### config.mk
export PLATFORM = sky130hd
export DESIGN_NAME = rpn_exec
export DESIGN_NICKNAME = d
export VERILOG_FILES = /design/src/rtl/rpn_pkg.sv /design/src/rtl/rpn_stack_ram.sv /design/src/rtl/rpn_exec.sv
export SDC_FILE = /design/constraint.sdc
export NUM_CORES = 1
export LEC_CHECK = 0
export BUFFER_PORTS_ARGS = -buffer_cell sky130_fd_sc_hd__buf_2
export CAP_MARGIN = 20
export CELL_PAD_IN_SITES_DETAIL_PLACEMENT = 1
export CELL_PAD_IN_SITES_GLOBAL_PLACEMENT = 2
export CORE_AREA = 2 2 159 161
export CTS_CLUSTER_SIZE = 16
export DETAILED_ROUTE_END_ITERATION = 8
export DIE_AREA = 0 0 161 163
export GPL_TIMING_DRIVEN = 0
export PLACE_DENSITY_LB_ADDON = 0.1
export SYNTH_ARGS = -nofsm -noshare
export SYNTH_HDL_FRONTEND = slang
export SYNTH_SLANG_ARGS = --single-unit
### constraint.sdc
create_clock -name CLOCK_50 -period 4.46 [get_ports CLOCK_50]
set_input_delay 0 -clock CLOCK_50 [delete_from_list [all_inputs] [get_ports CLOCK_50]]
set_output_delay 0 -clock CLOCK_50 [all_outputs]
set_load 0.05 [all_outputs]
### src/rtl/rpn_pkg.sv
// Shared definitions for the RPN calculator: command opcodes and the
// execution-stage FSM state encoding.
package rpn_pkg;

   localparam logic [2:0] OP_NOP   = 3'd0;
   localparam logic [2:0] OP_PUSH  = 3'd1;
   localparam logic [2:0] OP_POP   = 3'd2;
   localparam logic [2:0] OP_ADD   = 3'd3;
   localparam logic [2:0] OP_SUB   = 3'd4;
   localparam logic [2:0] OP_MUL   = 3'd5;
   localparam logic [2:0] OP_DUP   = 3'd6;
   localparam logic [2:0] OP_CLEAR = 3'd7;

   typedef enum logic [1:0] {
      ST_IDLE = 2'd0,
      ST_RD_A = 2'd1,
      ST_RD_B = 2'd2,
      ST_WB   = 2'd3
   } rpn_state_t;

endpackage

### src/rtl/rpn_stack_ram.sv
// Single-port operand stack memory, DEPTH x DATA_W, one-cycle synchronous
// read. No reset: entries are always written before being read.
module rpn_stack_ram #(
   parameter int DATA_W = 8,
   parameter int DEPTH  = 16,
   parameter int PTR_W  = $clog2(DEPTH)
) (
   input  logic              clk,
   input  logic [PTR_W-1:0]  addr,
   input  logic              we,
   input  logic [DATA_W-1:0] wdata,
   output logic [DATA_W-1:0] rdata
);

   logic [DATA_W-1:0] mem [DEPTH];

   always_ff @(posedge clk) begin
      if (we) begin
         mem[addr] <= wdata;
      end
      rdata <= mem[addr];
   end

endmodule

### src/rtl/rpn_exec.sv
// RPN calculator execution stage: owns the operand stack, the stack pointer,
// a cached top-of-stack and sticky error flags.
module rpn_exec
   import rpn_pkg::*;
#(
   parameter int DATA_W = 8,
   parameter int DEPTH  = 16,
   localparam int PTR_W = $clog2(DEPTH)
) (
   input  logic              CLOCK_50,
   input  logic              RESET_N,
   // Handshake: a command is taken on a rising edge with cmd_valid && cmd_ready;
   // cmd_op/cmd_data are sampled only on that edge, cmd_ready is high only in IDLE.
   input  logic              cmd_valid,
   output logic              cmd_ready,
   input  logic [2:0]        cmd_op,
   input  logic [DATA_W-1:0] cmd_data,
   output logic [DATA_W-1:0] top,
   output logic [PTR_W:0]    depth,
   output logic              err_overflow,
   output logic              err_underflow,
   output rpn_state_t        dbg_state,
   output logic [DATA_W-1:0] dbg_next
);

   localparam logic [PTR_W:0] D_ONE   = (PTR_W+1)'(1);
   localparam logic [PTR_W:0] D_TWO   = (PTR_W+1)'(2);
   localparam logic [PTR_W:0] D_THREE = (PTR_W+1)'(3);
   localparam logic [PTR_W:0] D_FULL  = (PTR_W+1)'(DEPTH);

   rpn_state_t        state_q, state_d;
   logic [PTR_W:0]    depth_q, depth_d;
   logic [DATA_W-1:0] top_q, top_d;
   logic              ovf_q, ovf_d;
   logic              unf_q, unf_d;
   logic [2:0]        op_q, op_d;
   logic [DATA_W-1:0] opa_q, opa_d;
   logic [DATA_W-1:0] opb_q, opb_d;
   logic [DATA_W-1:0] next_q, next_d;

   logic [PTR_W-1:0]  ram_addr;
   logic              ram_we;
   logic [DATA_W-1:0] ram_wdata;
   logic [DATA_W-1:0] ram_rdata;
   logic [DATA_W-1:0] alu_res;
   logic [PTR_W:0]    depth_m2;
   logic [PTR_W:0]    depth_m3;
   logic              is_full;
   logic              is_empty;

   rpn_stack_ram #(
      .DATA_W (DATA_W),
      .DEPTH  (DEPTH),
      .PTR_W  (PTR_W)
   ) u_ram (
      .clk   (CLOCK_50),
      .addr  (ram_addr),
      .we    (ram_we),
      .wdata (ram_wdata),
      .rdata (ram_rdata)
   );

   assign depth_m2 = depth_q - D_TWO;
   assign depth_m3 = depth_q - D_THREE;
   assign is_full  = (depth_q == D_FULL);
   assign is_empty = (depth_q == '0);

   // Second operand (below top) minus/plus/times top; results wrap at DATA_W.
   always_comb begin
      case (op_q)
         OP_SUB:  alu_res = opb_q - opa_q;
         OP_MUL:  alu_res = opb_q * opa_q;
         default: alu_res = opb_q + opa_q;
      endcase
   end

   always_ff @(posedge CLOCK_50 or negedge RESET_N) begin
      if (!RESET_N) begin
         state_q <= ST_IDLE;
         depth_q <= '0;
         top_q   <= '0;
         ovf_q   <= 1'b0;
         unf_q   <= 1'b0;
         op_q    <= OP_NOP;
         opa_q   <= '0;
         opb_q   <= '0;
         next_q  <= '0;
      end else begin
         state_q <= state_d;
         depth_q <= depth_d;
         top_q   <= top_d;
         ovf_q   <= ovf_d;
         unf_q   <= unf_d;
         op_q    <= op_d;
         opa_q   <= opa_d;
         opb_q   <= opb_d;
         next_q  <= next_d;
      end
   end

   always_comb begin
      state_d   = state_q;
      depth_d   = depth_q;
      top_d     = top_q;
      ovf_d     = ovf_q;
      unf_d     = unf_q;
      op_d      = op_q;
      opa_d     = opa_q;
      opb_d     = opb_q;
      next_d    = next_q;
      ram_addr  = depth_q[PTR_W-1:0];
      ram_we    = 1'b0;
      ram_wdata = '0;

      case (state_q)
         ST_IDLE: begin
            if (cmd_valid) begin
               case (cmd_op)
                  OP_PUSH: begin
                     if (is_full) begin
                        ovf_d = 1'b1;
                     end else begin
                        ram_we    = 1'b1;
                        ram_addr  = depth_q[PTR_W-1:0];
                        ram_wdata = cmd_data;
                        depth_d   = depth_q + D_ONE;
                        top_d     = cmd_data;
                     end
                  end
                  OP_DUP: begin
                     if (is_empty) begin
                        unf_d = 1'b1;
                     end else if (is_full) begin
                        ovf_d = 1'b1;
                     end else begin
                        ram_we    = 1'b1;
                        ram_addr  = depth_q[PTR_W-1:0];
                        ram_wdata = top_q;
                        depth_d   = depth_q + D_ONE;
                     end
                  end
                  OP_POP: begin
                     if (is_empty) begin
                        unf_d = 1'b1;
                     end else begin
                        ram_addr = depth_m2[PTR_W-1:0];
                        op_d     = cmd_op;
                        state_d  = ST_RD_A;
                     end
                  end
                  OP_ADD, OP_SUB, OP_MUL: begin
                     if (depth_q < D_TWO) begin
                        unf_d = 1'b1;
                     end else begin
                        opa_d    = top_q;
                        ram_addr = depth_m2[PTR_W-1:0];
                        op_d     = cmd_op;
                        state_d  = ST_RD_A;
                     end
                  end
                  OP_CLEAR: begin
                     depth_d = '0;
                     top_d   = '0;
                     ovf_d   = 1'b0;
                     unf_d   = 1'b0;
                  end
                  default: ;
               endcase
            end
         end
         ST_RD_A: begin
            if (op_q == OP_POP) begin
               // Popping the last entry leaves an empty stack, shown as 0.
               top_d   = (depth_q == D_ONE) ? '0 : ram_rdata;
               depth_d = depth_q - D_ONE;
               state_d = ST_IDLE;
            end else begin
               opb_d    = ram_rdata;
               ram_addr = depth_m3[PTR_W-1:0];
               state_d  = ST_RD_B;
            end
         end
         ST_RD_B: begin
            next_d  = ram_rdata;
            state_d = ST_WB;
         end
         ST_WB: begin
            ram_we    = 1'b1;
            ram_addr  = depth_m2[PTR_W-1:0];
            ram_wdata = alu_res;
            depth_d   = depth_q - D_ONE;
            top_d     = alu_res;
            state_d   = ST_IDLE;
         end
         default: state_d = ST_IDLE;
      endcase
   end

   assign cmd_ready     = (state_q == ST_IDLE);
   assign top           = top_q;
   assign depth         = depth_q;
   assign err_overflow  = ovf_q;
   assign err_underflow = unf_q;
   assign dbg_state     = state_q;
   assign dbg_next      = next_q;

endmodule

Yosys cells after proc, flatten, opt, wreduce, memory -nomap -nowiden. Memories as Yosys holds them, arrays and structs flattened. A register that Yosys moved wholly into a read port is not among the register bits. Index checks and enable logic that the tools add are counted.

Register bits: 44. Latch bits: 0. Bits in writable memories: 128. Memory bits (read-only): 0. Bits of input ports: 14. Output and inout port bits: 26. Logic and storage cells: 112. Memories kept: 1.

Add/sub/neg operators: 6. $mul: 1. Divide/modulo/power cells: 0. $lt $le $gt $ge: 1. Equality and inequality tests: 29. Shift-type cells: 0. Mux-type cells: 47. Bitwise operators: 2. Reduce and logical (&&, ||, !) cells: 16.

Memory list: u_ram.mem (words 16, bits a word 8, read ports 1, clocked after Yosys merged registers in 1, wr ports 1, RTL line rpn_stack_ram.sv:15) `logic [DATA_W-1:0] mem [DEPTH];`.

Operators by type and width (number): $mux 8 (8); $pmux 8 s2 (4); $pmux 5 s3 (2); $pmux 8 s3 (1); $mux 5 (4); $reduce_and 5->1 (4); $eq 3x3->1 const B (6); $mux 4 (4); $ne 2x2->1 const B (6); $ne 3x3->1 const B (4); $pmux 4 s3 (1); $reduce_and 4->1 (3); $eq 3x2->1 const B (3); $mux 1 (9); $reduce_bool 3->1 (3); $add 8x8->8 (1); $mul 8x8->8 (1); $mux 2 (4); $pmux 2 s4 (1); $pmux 4 s2 (1); $sub 4x2->4 const B (2); $sub 8x8->8 (1); $mux 3 (2); $ne 3x1->1 const B (2); 21 further kinds (25).

Logic depth before layout (Yosys ltp). Gate-level depths: netlist (run 1).

Depth in word-level cells: 8. Mapped depth: 17. Depth with buffers taken out: 16.

Hierarchy. From an unflattened synthesis (run 1), not the netlist that was laid out.

Cell total of the unflattened synthesis: 694. Area, all modules: 9081.2 um2.

By module, submodules not included: rpn_stack_ram (times used 1, cells an instance 230, area each 5067.4 um2, seq. area each 4003.8 um2); rpn_exec (times used 1, cells an instance 464, area each 4013.8 um2, seq. area each 1101.1 um2).

Worst setup path before layout (run 1). OpenSTA, ideal clock, no wires.

Path type: register -> register. Start: register opa_q[4]. End: memory u_ram.mem[0][6], data pin. Setup time: 0.346 ns. Arrival: 4.155 ns. Required time: 4.114 ns. Setup slack: -0.041 ns. Cell stages (with the launch flop): 15. Buffers on the path: 1. Period minus slack after synthesis: 4.501 ns. Cell sequence: dfrtp_1 -> clkbuf_1 -> nand2_1 -> fa_1 -> fa_1 -> inv_1 -> fa_1 -> inv_1 -> fa_1 -> inv_1 -> ha_1 -> xor2_1 -> nor2_1 -> a21oi_1 -> o32ai_1.

Word-level cells in the longest chain between the ends: 3. Elaborated cells on any way between the ends: 5. Those cells by class: add/sub (2); mul (1); mux (2).

RTL lines: start: declaration (RTL line rpn_exec.sv:37) `logic [DATA_W-1:0] opa_q, opa_d;`; start signal: assignment (RTL line rpn_exec.sv:95) `opa_q <= opa_d;`; $mul 8x8->8 (tied with other cells) (RTL line rpn_exec.sv:72) `OP_MUL: alu_res = opb_q * opa_q;`; $pmux 8 s2 * (RTL line rpn_exec.sv:70) `case (op_q)`; $pmux 8 s2 * (RTL line rpn_exec.sv:115) `case (state_q)`; named net ram_wdata[6] (RTL line rpn_exec.sv:43) `logic [DATA_W-1:0] ram_wdata;`; end: declaration (RTL line rpn_stack_ram.sv:15).

The timed path passes the listed nets; every way through them passes the cells marked *.

Final worst setup path (run 1).
Start: register opa_q[2]. End: memory u_ram.mem[12][7], data pin.

Same word-level chain as after synthesis.

==> out/qor.yml, run 1 <==
job:
  drv.max_cap_violation_count: 0
worst_setup_path:
  critical_path.max_fanout: 7
  worst_ep_arrival_time_ns: 4.51
  worst_setup_path_start_kind: "register"
  ff2ff_setup_slack_ns: 0.13
  worstSetupPathType: "register to register"
  required_time_at_the_worst_slack_endpoint_ns: 4.65
  crit_path_end_kind: "register"
layout:
  flow.area_growth_from_synthesis_pct: 17.2
  layout-drive-gt1-share_pct: 18.4
  fin_util_pct: 44.9
  fillers: 2597
  num_antenna_cells: 0
  finalNonFillerCells: 1209
  design.final.nets: 930
clock_network:
  clock_sinks: 180
  clk_transition_reported_paths_ns: 0.08
  cts-buffers-inserted: 17
  clock_tree.buffer_depth: 2
  cts_max_level: 4
  root_buffer: "clkbuf_16"
  clk-insertion-delay-late_ns: 0.43
  cts_tree: "built"
route:
  route.vias.total: 6315
  route.detailed.drc: 0
  detail_routed_via_count_per_cell: 5.22
  avgRoutedWirePerCell_um: 21.5
  route.final.wire_length_mm: 26.0
  drt_pre_antenna_iters: 5
  drtIter0Drc: 373
  antenna_violating_nets_post_route: 0
logic_synthesis:
  synth_area_per_cell_sq_um: 12.1
  syn-cell-area_sq_um: 9450
  synth-warning-count: 0
  synthArstFlopShare_pct: 24.4
  synth-edff-count: 128
  synth-main-ff-cell: "edfxtp_1"
  synth_commonest_cells: "128 x edfxtp_1, 120 x mux2i_1, 76 x nand2_1, 58 x nor2_1, 44 x dfrtp_1"
  synth_fp_nets: 846
  synthTopCellsByArea: "edfxtp_1 41%, mux2i_1 13%, dfrtp_1 12%"
  synth_seq_cells: 180
  syn-instance-count: 783
  ys_seq_area_share_pct: 54.0
  most_frequent_cell_after_synthesis: "edfxtp_1"
  synth_top_area_cell: "edfxtp_1"
  yosys.cell_types.count: 59
  post-synth-top-area-fraction_pct: 40.7
sta:
  fin_skew_ns: 0.0116
  period_utilisation_layout_pct: 97.0
  max_slew.worst_pin.slew_ns: 1.16
  achievable-frequency_ghz: 0.231
  finalHoldViolCount: 0
  worst_slew_margin_rel_pct: 22.2
  finalWorstPathRequiredPeriod_ns: 4.33
  finalMaxSlewViolations: 0
  finalSetupViolCount: 0
placement:
  detailed_place_hpwl_mm: 18.6
  gp_routability_congestion: 0.834
  portBuffers: 35
  placed_cells: 1152
global_routing:
  grt_antenna_before_repair: 0
  grt_use_total_pct: 20.3
  pin_count_of_the_biggest_net_entering_global_routing: 45
  first_pass_grt_wire_length_mm: 39.8
  first_global_vias: 6699
  grt_overflow_total: 0
die:
  coreArea_sq_um: 24700
  die_width_um: 161
  start_util_pct: 38.3
  rows: 58
  io_pins: 40
  floorplan.die.height_um: 163
  die-area_sq_um: 26200
min_path:
  worstHoldPathType: "input port to async pin"
run_status:
  status: "finished clean"
cell families after synthesis:
kind of cell | count (synthesis) | synth area share (%)
flip-flops | 180 | 54.0
AO/OA/AOI/OAI | 119 | 8.20
XOR/XNOR | 29 | 2.69
adder cells (fa/ha/maj) | 49 | 7.52
AND/OR/NAND/NOR | 195 | 9.63
multiplexers | 132 | 14.1
buffers and inverters | 79 | 3.76
path summary, 6_finish.rpt:
kind                                     start                to  depth (start not counted)
worst min register to register  u_ram.rdata[7]          opb_q[7]                          2
max in group asynchronous              RESET_N          opb_q[0]                          3
worst max register to register        opa_q[2]  u_ram.mem[12][7]                         16
min in group CLOCK_50                cmd_op[1]          depth[3]                          4
worst min-delay path                   RESET_N          depth[4]                          2
worst max-delay path                  opa_q[2]  u_ram.mem[12][7]                         16
cell type report:
cell class	instances	area [sq um]	area share [%]
plain buffers	33	183	1.65
clock buffers	17	425	3.84
clock inverters	14	153	1.38
inverters	43	169	1.53
multi-input cells	524	4120	37.2
flip-flops and latches	180	5110	46.2
well taps	330	413	3.73
repair buffers	68	498	4.50
timing repair:
action / CTS / global route
setup endpoints to repair: 116 / 105
buffers inserted: 2 / 13
pin swaps: 1 / 9
endpoints found under the hold margin: 53 / 0
hold buffers: 10 / 0
gates cloned: 0 / 1
resized for setup: 24 / 19
metal layers:
| metal | global-route usage (%) | up-vias | share of wire (%) |
|---|---|---|---|
| met4 | 4.63 | 0 | 0.91 |
| met5 | 0 | - | 0 |
| met2 | 35.0 | 108 | 50 |
| li1 | - | 2981 | - |
| met1 | 27.6 | 3210 | 46 |
| met3 | 2.37 | 16 | 3.2 |
worst max-delay path: stages (launching register included):
cell       delay [ns]
dfrtp_2          0.47
nand2_2          0.09
fa_2             0.40
fa_1             0.53
inv_1            0.05
fa_1             0.47
inv_1            0.06
fa_1             0.52
inv_1            0.06
ha_4             0.25
a21oi_4          0.18
xnor2_2          0.11
xnor2_2          0.22
nor2_2           0.07
o21ai_2          0.24
a21oi_4          0.14
clkbuf_16        0.20
layout by cell type (no fill, tap or decap), drive strengths merged, types with 4 or more instances in the layout:
master	synthesis	layout
dfrtp	44	44
nor2	58	58
clkinv	0	6
a211oi	7	7
clkbuf	17	33
a221oi	5	5
a22o	7	7
fa	13	13
a21o	5	5
buf	19	75
dlygate4sd3	0	10
o21ai	36	36
mux2	12	12
nand2b	9	9
and2	12	12
nor2b	7	7
inv	43	51
edfxtp	128	128
nor3b	4	4
xnor2	25	25
nand2	78	78
dfxtp	8	8
xor2	4	4
ha	36	36
mux2i	120	120
a31oi	4	4
nor3	10	10
a22oi	6	6
a21oi	31	31
flip-flops by register name, summed over array words and instances, names as in the netlist, named ones only:
name	count
top	8
opa_q	8
dbg_state	1
opb_q	8
u_ram.mem	128
dbg_next	8
err_underflow	1
u_ram.rdata	8
op_q	3
err_overflow	1
depth	5
metrics by stage:
| stage | hold slack (ns) | worst slack (ns) | TNS (ns) | area (sq um) |
|---|---|---|---|---|
| 3_3_place_gp | 0.251 | -1.03 | -45.48 | 10000 |
| 2_1_floorplan | -0.296 | 0.0509 | 0 | 9450 |
| 4_1_cts | 0.105 | -0.0199 | -0.186 | 10800 |
| 3_5_place_dp | 0.276 | -0.612 | -24.80 | 10100 |
| 5_1_grt | 0.0641 | -0.0171 | -0.111 | 11100 |
| 6_report | 0.0194 | 0.132 | 0 | 11100 |
Power of run 1 is not shown: default switching activity piles up to over one toggle a cycle in this logic, so the estimate is an artifact.
==> run 2, diff against run 1 <==
- CORE_AREA: 2 2 159 161 -> 2 2 147 149
- DIE_AREA: 0 0 161 163 -> 0 0 149 151
- clock period: 4.46 -> 5.6 ns (I/O delays scaled with it)
==> run 2 against run 1 <==
Net effect: setup slack better by 0.39 ns; highest routed layer unchanged; routed wire length is 5.1% lower; clock skew is 0.0080 ns higher; maximum frequency is 15% lower; design area is 2.8% lower; critical path type unchanged.
==> out/qor.yml, run 2 (same netlist as run 1, synthesis figures left out) <==
worst_setup_path:
  ff2ff_setup_slack_ns: 0.52  # +0.39 ns
  critPathCapture: "u_ram.mem[11][7]"
  crit_path_end_kind: "register"
  worstSetupStartpoint: "opa_q[4]"
  worst_r2r_endpoint: "u_ram.mem[11][7]"
  critical_path.max_fanout: 9  # +2
  launching_point_of_the_worst_reg2reg_path: "opa_q[4]"
  worstSetupPathType: "register to register"
  worst_setup_path_start_kind: "register"
  worst-r2r-cell-count: 17  # +1
  required_time_at_the_worst_slack_endpoint_ns: 5.77  # +1.12 ns
  worst_ep_arrival_time_ns: 5.25  # +0.74 ns
clock_network:
  clock_tree.buffer_depth: 2  # unchanged
  clk_transition_reported_paths_ns: 0.08  # about the same
  cts_tree: "built"
  clk-insertion-delay-late_ns: 0.43  # about the same
  cts_max_level: 4  # unchanged
  clock_sinks: 180  # unchanged
  root_buffer: "clkbuf_16"
  cts-buffers-inserted: 17  # unchanged
layout:
  post-route-cell-area_sq_um: 10800  # -2.8%
  fillers: 2178  # -16%
  registers.top_by_ff_count: "u_ram.mem"
  design.final.nets: 918  # -1.3%
  layout.cells.most_common_list: "128 x edfxtp_1, 120 x mux2i_1, 76 x nand2_1, 58 x nor2_1, 46 x buf_2"
  flow.area_growth_from_synthesis_pct: 13.9
  fin_util_pct: 51.7  # +6.8 points
  largest_reg_flops: 128  # unchanged
  mostFrequentLayoutCell: "edfxtp_1"
  area_occupied_by_multi_input_gates_sq_um: 4000  # -2.8%
  sequential_cell_area_sq_um: 5100  # -0.17%
  num_antenna_cells: 0  # unchanged
  layout-drive-gt1-share_pct: 13.2  # -5.2 points
global_routing:
  grt_overflow_total: 0  # unchanged
  grt_antenna_before_repair: 0  # unchanged
  grt_use_total_pct: 22.7  # +2.4 points
  first_pass_grt_wire_length_mm: 38.3  # -3.9%
  pin_count_of_the_biggest_net_entering_global_routing: 45  # unchanged
  first_global_vias: 6694  # -0.075%
route:
  dr_wl_met2_mm: 12.1  # -6.0%
  detail_routed_via_count_per_cell: 5.54  # +6.1%
  wl_met3_um: 969  # +15%
  met1Wirelength_mm: 11.1  # -7.8%
  avgRoutedWirePerCell_um: 21.6  # +0.33%
  route.detailed.drc: 0  # unchanged
  route.final.wire_length_mm: 24.7  # -5.1%
  route.vias.total: 6335  # +0.32%
  drt_pre_antenna_iters: 5  # unchanged
  antenna_violating_nets_post_route: 0  # unchanged
  top_signal_layer_used: "met4"
  drtIter0Drc: 324  # -13%
sta:
  finalHoldViolCount: 0  # unchanged
  achievable-frequency_ghz: 0.197  # -15%
  finalSetupViolCount: 0  # unchanged
  rsz0062_at_grt: "false"
  finalWorstPathRequiredPeriod_ns: 5.08  # +0.749 ns
  max_slew.worst_pin.slew_ns: 1.06  # -0.100 ns
  timing.final.ws_setup_ns: 0.522  # +0.391 ns
  worst_slew_margin_rel_pct: 28.7  # +6.4 points
  period_utilisation_layout_pct: 90.7  # -6.4 points
  finalMaxSlewViolations: 0  # unchanged
  fin_skew_ns: 0.0196  # +0.00802 ns
job:
  drv.max_cap_violation_count: 0  # unchanged
die:
  start_util_pct: 45.4  # +7.1 points
  die-area_sq_um: 22500  # -14%
  io_pins: 40  # unchanged
  die_width_um: 149  # -7.5%
  floorplan.die.height_um: 151  # -7.4%
  coreArea_sq_um: 20800  # -16%
  rows: 53  # -8.6%
placement:
  gp_routability_congestion: 0.860  # +3.2%
  detailed_place_hpwl_mm: 17.9  # -4.1%
  place_worst_setup_slack_ns: 0.321  # +0.932 ns
  portBuffers: 35  # unchanged
  placed_instance_area_sq_um: 10000  # -0.68%
run_status:
  status: "finished clean"
min_path:
  worstHoldPathType: "input port to register"
run 2: cell type report:
| type | instances | share of cell area (%) |
|---|---|---|
| clock inverter | 15 | 1.49 |
| timing repair buffer | 53 | 3.41 |
| buffer | 36 | 1.80 |
| multi-input combinational | 524 | 37.2 |
| tap | 275 | 3.20 |
| inverter | 43 | 1.50 |
| sequential | 180 | 47.5 |
| clock buffer | 17 | 3.95 |
run 2: how the worst min path moves through the flow:
stage / startpoint / endpoint / slack, ns / cells past startpoint
detailed placement: RESET_N / depth[2] / 0.24 / 1
finish: cmd_data[6] / top[6] / 0.04 / 5
floorplan: RESET_N / async pin / -0.30 / 0
global route: cmd_data[6] / top[6] / 0.04 / 5
CTS: cmd_data[6] / top[6] / 0.004 / 5
global placement: RESET_N / depth[4] / 0.23 / 1
run 2: routing by layer:
metal / up-vias / global-route usage (%)
met4: 0 / 6.57
li1: 2955 / -
met1: 3228 / 30.0
met5: - / 0
met3: 27 / 3.34
met2: 125 / 39.1
run 2: critical path, cell delays in order, from the launching register on:
cell      delay, ns
dfrtp_1        0.33
clkbuf_1       0.38
nand2_1        0.15
fa_1           0.47
fa_1           0.56
inv_1          0.06
fa_1           0.48
inv_1          0.05
fa_1           0.52
inv_1          0.04
ha_1           0.31
a21oi_1        0.19
xnor2_1        0.16
xnor2_1        0.15
nor2_1         0.07
o21ai_0        0.40
a21oi_2        0.25
buf_4          0.24
run 2: per-stage QoR:
step | hold slack, ns | setup TNS [ns] | cells
6_report | 0.0410 | 0 | 1143
5_1_grt | 0.0392 | 0 | 1143
4_1_cts | 0.00371 | 0 | 1138
3_5_place_dp | 0.245 | 0 | 1097
3_3_place_gp | 0.231 | -6.28 | 1093
2_1_floorplan | -0.296 | 0 | 783
run 2: repair_timing:
item,4_1_cts,5_1_grt
hold buffers,9,1
endpoints found under the hold margin,52,5
setup endpoints to repair,0,8
setup buffers,0,0
gates resized for setup,0,1
Power of run 2 is left out for the same reason.
==> run 3, diff against run 2 <==
- CORE_AREA: 2 2 147 149 -> 2 2 140 142
- CTS_BUF_LIST: unset -> sky130_fd_sc_hd__clkbuf_4
- DIE_AREA: 0 0 149 151 -> 0 0 142 144
- SYNTH_HIERARCHICAL: unset -> 1
==> run 3 against run 2 <==
Net effect: non-clock buffer count increased by 16; first-iteration DRC count grew 21%; synthesized cell count is 11% lower; highest routed layer unchanged; routed wire length fell by 4.5%; sequential share of layout area is 2.3 points higher; final cell count decreased by 8.9%; core utilization rose by 2.1 points; clock-buffer cell count rose by 1; die area fell by 9.1%; global-route usage is 1.6 points higher; setup slack got worse by 0.20 ns.
==> out/qor.yml, run 3 <==
die:
  io_pins: 40  # unchanged
  die_width_um: 142  # -4.7%
  coreArea_sq_um: 19100  # -8.4%
  start_util_pct: 47.6  # +2.2 points
  floorplan.die.height_um: 144  # -4.6%
  rows: 51  # -3.8%
  die-area_sq_um: 20400  # -9.1%
worst_setup_path:
  worst_setup_path_start_kind: "register"
  worstSetupPathType: "register to register"
  crit_buf_inv: 5  # unchanged
  critical_path.max_fanout: 7  # -2
  crit_path_largest_cell_delay_ns: 0.57  # about the same
  cell_chain_of_the_critical_path: "clkbuf_1 -> inv_1 -> nor2_1 -> ha_1 -> fa_1 -> ha_1 -> inv_1 -> fa_1 -> inv_1 -> fa_1 -> a21o_1 -> a21oi_1 -> xnor3_1 -> xnor3_1 -> nand2_1 -> o211ai_1 -> a31oi_1 -> dlygate4sd3_1"
  cpLargestDelayFamily: "adder cells"
  worst_ep_arrival_time_ns: 5.75  # +0.50 ns
  crit_path_top_delay_cell: "dlygate4sd3_1"
  required_time_at_the_worst_slack_endpoint_ns: 6.07  # +0.30 ns
  crit_path_end_kind: "register"
sta:
  rsz0062_at_grt: "false"
  finalSetupViolCount: 0  # unchanged
  finalMaxSlewViolations: 0  # unchanged
  finalHoldViolCount: 0  # unchanged
  finalWorstPathRequiredPeriod_ns: 5.28  # +0.198 ns
  max_slew.worst_pin.slew_ns: 0.996  # -0.0653 ns
  achievable-frequency_ghz: 0.190  # -3.8%
  worst_slew_margin_rel_pct: 33.4  # +4.8 points
  period_utilisation_layout_pct: 94.2  # +3.5 points
  fin_skew_ns: 0.0347  # +0.0151 ns
  final_layout_setup_total_negative_slack_ns: 0  # unchanged
layout:
  flow.area_growth_from_synthesis_pct: 13.0
  post-route-cell-area_sq_um: 10300  # -4.6%
  fin_util_pct: 53.8  # +2.1 points
  largest_reg_flops: 128  # unchanged
  layout-drive-gt1-share_pct: 20.4  # +7.2 points
  design.final.nets: 852  # -7.2%
  registers.top_by_ff_count: "u_ram/mem"
  layout.cells.most_common_list: "128 x edfxtp_1, 81 x nand2_1, 51 x nor2_1, 45 x buf_2, 44 x dfrtp_1"
  mostFrequentLayoutCell: "edfxtp_1"
clock_network:
  cts-buffers-inserted: 17  # unchanged
  clock_tree.buffer_depth: 2  # unchanged
  cts_tree: "built"
  cts_max_level: 4  # unchanged
  clk-insertion-delay-late_ns: 0.58  # +0.15 ns
  root_buffer: "clkbuf_4"
  clk_transition_reported_paths_ns: 0.16  # +0.08 ns
  clock_sinks: 180  # unchanged
logic_synthesis:
  synth_commonest_cells: "128 x edfxtp_1, 81 x nand2_1, 51 x nor2_1, 44 x dfrtp_1, 43 x inv_1"
  most_frequent_cell_after_synthesis: "edfxtp_1"
  synth_seq_cells: 180  # unchanged
  ys_seq_area_share_pct: 56.2  # +2.2 points
  synth_fp_nets: 757  # -11%
  synthArstFlopShare_pct: 24.4  # unchanged
  synthTopCellsByArea: "edfxtp_1 42%, dfrtp_1 12%, mux4_2 7.9%"
  post-synth-top-area-fraction_pct: 42.3  # +1.6 points
  synth-warning-count: 6  # +6
  synth-main-ff-cell: "edfxtp_1"
  synth_top_area_cell: "edfxtp_1"
  synth_area_per_cell_sq_um: 13.1  # +8.5%
  syn-cell-area_sq_um: 9080  # -3.9%
  syn-instance-count: 694  # -11%
  synth-edff-count: 128  # unchanged
  yosys.cell_types.count: 64  # +8.5%
route:
  route.vias.total: 5955  # -6.0%
  detail_routed_via_count_per_cell: 5.72  # +3.2%
  antenna_violating_nets_post_route: 0  # unchanged
  drtIter0Drc: 392  # +21%
  route.detailed.drc: 0  # unchanged
  route.final.wire_length_mm: 23.6  # -4.5%
  avgRoutedWirePerCell_um: 22.6  # +4.9%
  drt_pre_antenna_iters: 5  # unchanged
placement:
  portBuffers: 39  # +11%
  detailed_place_hpwl_mm: 17.3  # -3.0%
  placed_instance_area_sq_um: 9620  # -4.0%
  gp_routability_congestion: 0.814  # -5.4%
global_routing:
  grt_use_total_pct: 24.4  # +1.6 points
  first_pass_grt_wire_length_mm: 37.0  # -3.3%
  first_global_vias: 6435  # -3.9%
  pin_count_of_the_biggest_net_entering_global_routing: 45  # unchanged
  grt_antenna_before_repair: 1  # +1
  grt_overflow_total: 0  # unchanged
run_status:
  status: "finished clean"
job:
  drv.max_cap_violation_count: 0  # unchanged
min_path:
  worstHoldPathType: "input port to register"
run 3: cell types whose count changed in the layout (fill, tap and decap cells not counted), sizes merged, moves of 4 or more:
cell,before,now
buf,62,66
nor2,58,51
clkinv,7,2
dlygate4sd3,10,23
a22oi,6,20
o21a,1,6
mux4,0,32
nand2b,9,4
xnor2,25,18
o21ai,36,26
mux2i,120,0
run 3: worst paths after layout:
check | from | to | slack (ns) | depth (start not counted)
worst max-delay path | opa_q[2] | top[7] | 0.32 | 18
worst min-delay path | cmd_data[4] | top[4] | 0.33 | 4
worst max register to register | opa_q[2] | top[7] | 0.32 | 18
worst min register to register | u_ram/rdata[3] | opb_q[3] | 0.47 | 2
max in group asynchronous | RESET_N | dbg_next[6] | 4.63 | 4
min in group asynchronous | RESET_N | depth[2] | 0.41 | 3
run 3: per-stage QoR:
stage / worst slack, ns / instances / hold slack [ns]
2_1_floorplan: 0.883 / 694 / -0.296
3_3_place_gp: -0.0279 / 971 / 0.232
3_5_place_dp: -0.191 / 977 / 0.260
4_1_cts: 0.179 / 1031 / 0.151
5_1_grt: 0.0214 / 1041 / 0.322
6_report: 0.325 / 1041 / 0.326
run 3: cells by family after synthesis:
| family | Yosys count | share of synthesized area [%] |
|---|---|---|
| muxes | 45 | 9.55 |
| adders and majority gates | 49 | 7.83 |
| xor gates and xnor gates | 25 | 2.71 |
| buffers and inverters | 73 | 3.82 |
| AOI/OAI and AO/OA | 133 | 10.3 |
| and+or+nand+nor | 189 | 9.55 |
| DFF | 180 | 56.2 |
run 3: repair_timing:
action	CTS	global route
hold buffers	22	1
hold endpoints to repair	62	14
gates resized for setup	1	1
setup buffers	0	0
setup endpoints to repair	16	16
run 3: worst min-delay path, stage by stage:
cell and delay, ns:
dlygate4sd3_1 0.51, buf_2 0.12, a222oi_1 0.10, a21oi_2 0.13
run 3: per-layer routing:
metal  vias up  share of wire [%]  GRT usage (%)
met5         -                  0              0
met4         0                1.8           7.84
met3        29                3.6           3.64
met2       137                 52           42.8
met1      3035                 43           31.3
li1       2754                  -              -
run 3: cell type report:
| type | count | area (sq um) |
|---|---|---|
| diodes | 1 | 2.50 |
| repair buffers | 76 | 547 |
| clock inverters | 14 | 184 |
| clock buffers | 18 | 135 |
| multi-input cells | 441 | 3640 |
| plain buffers | 29 | 181 |
| inverters | 44 | 165 |
| well taps | 238 | 298 |
| fillers | 1926 | 8820 |
| flip-flops and latches | 180 | 5100 |
Power of run 3 is left out for the same reason.
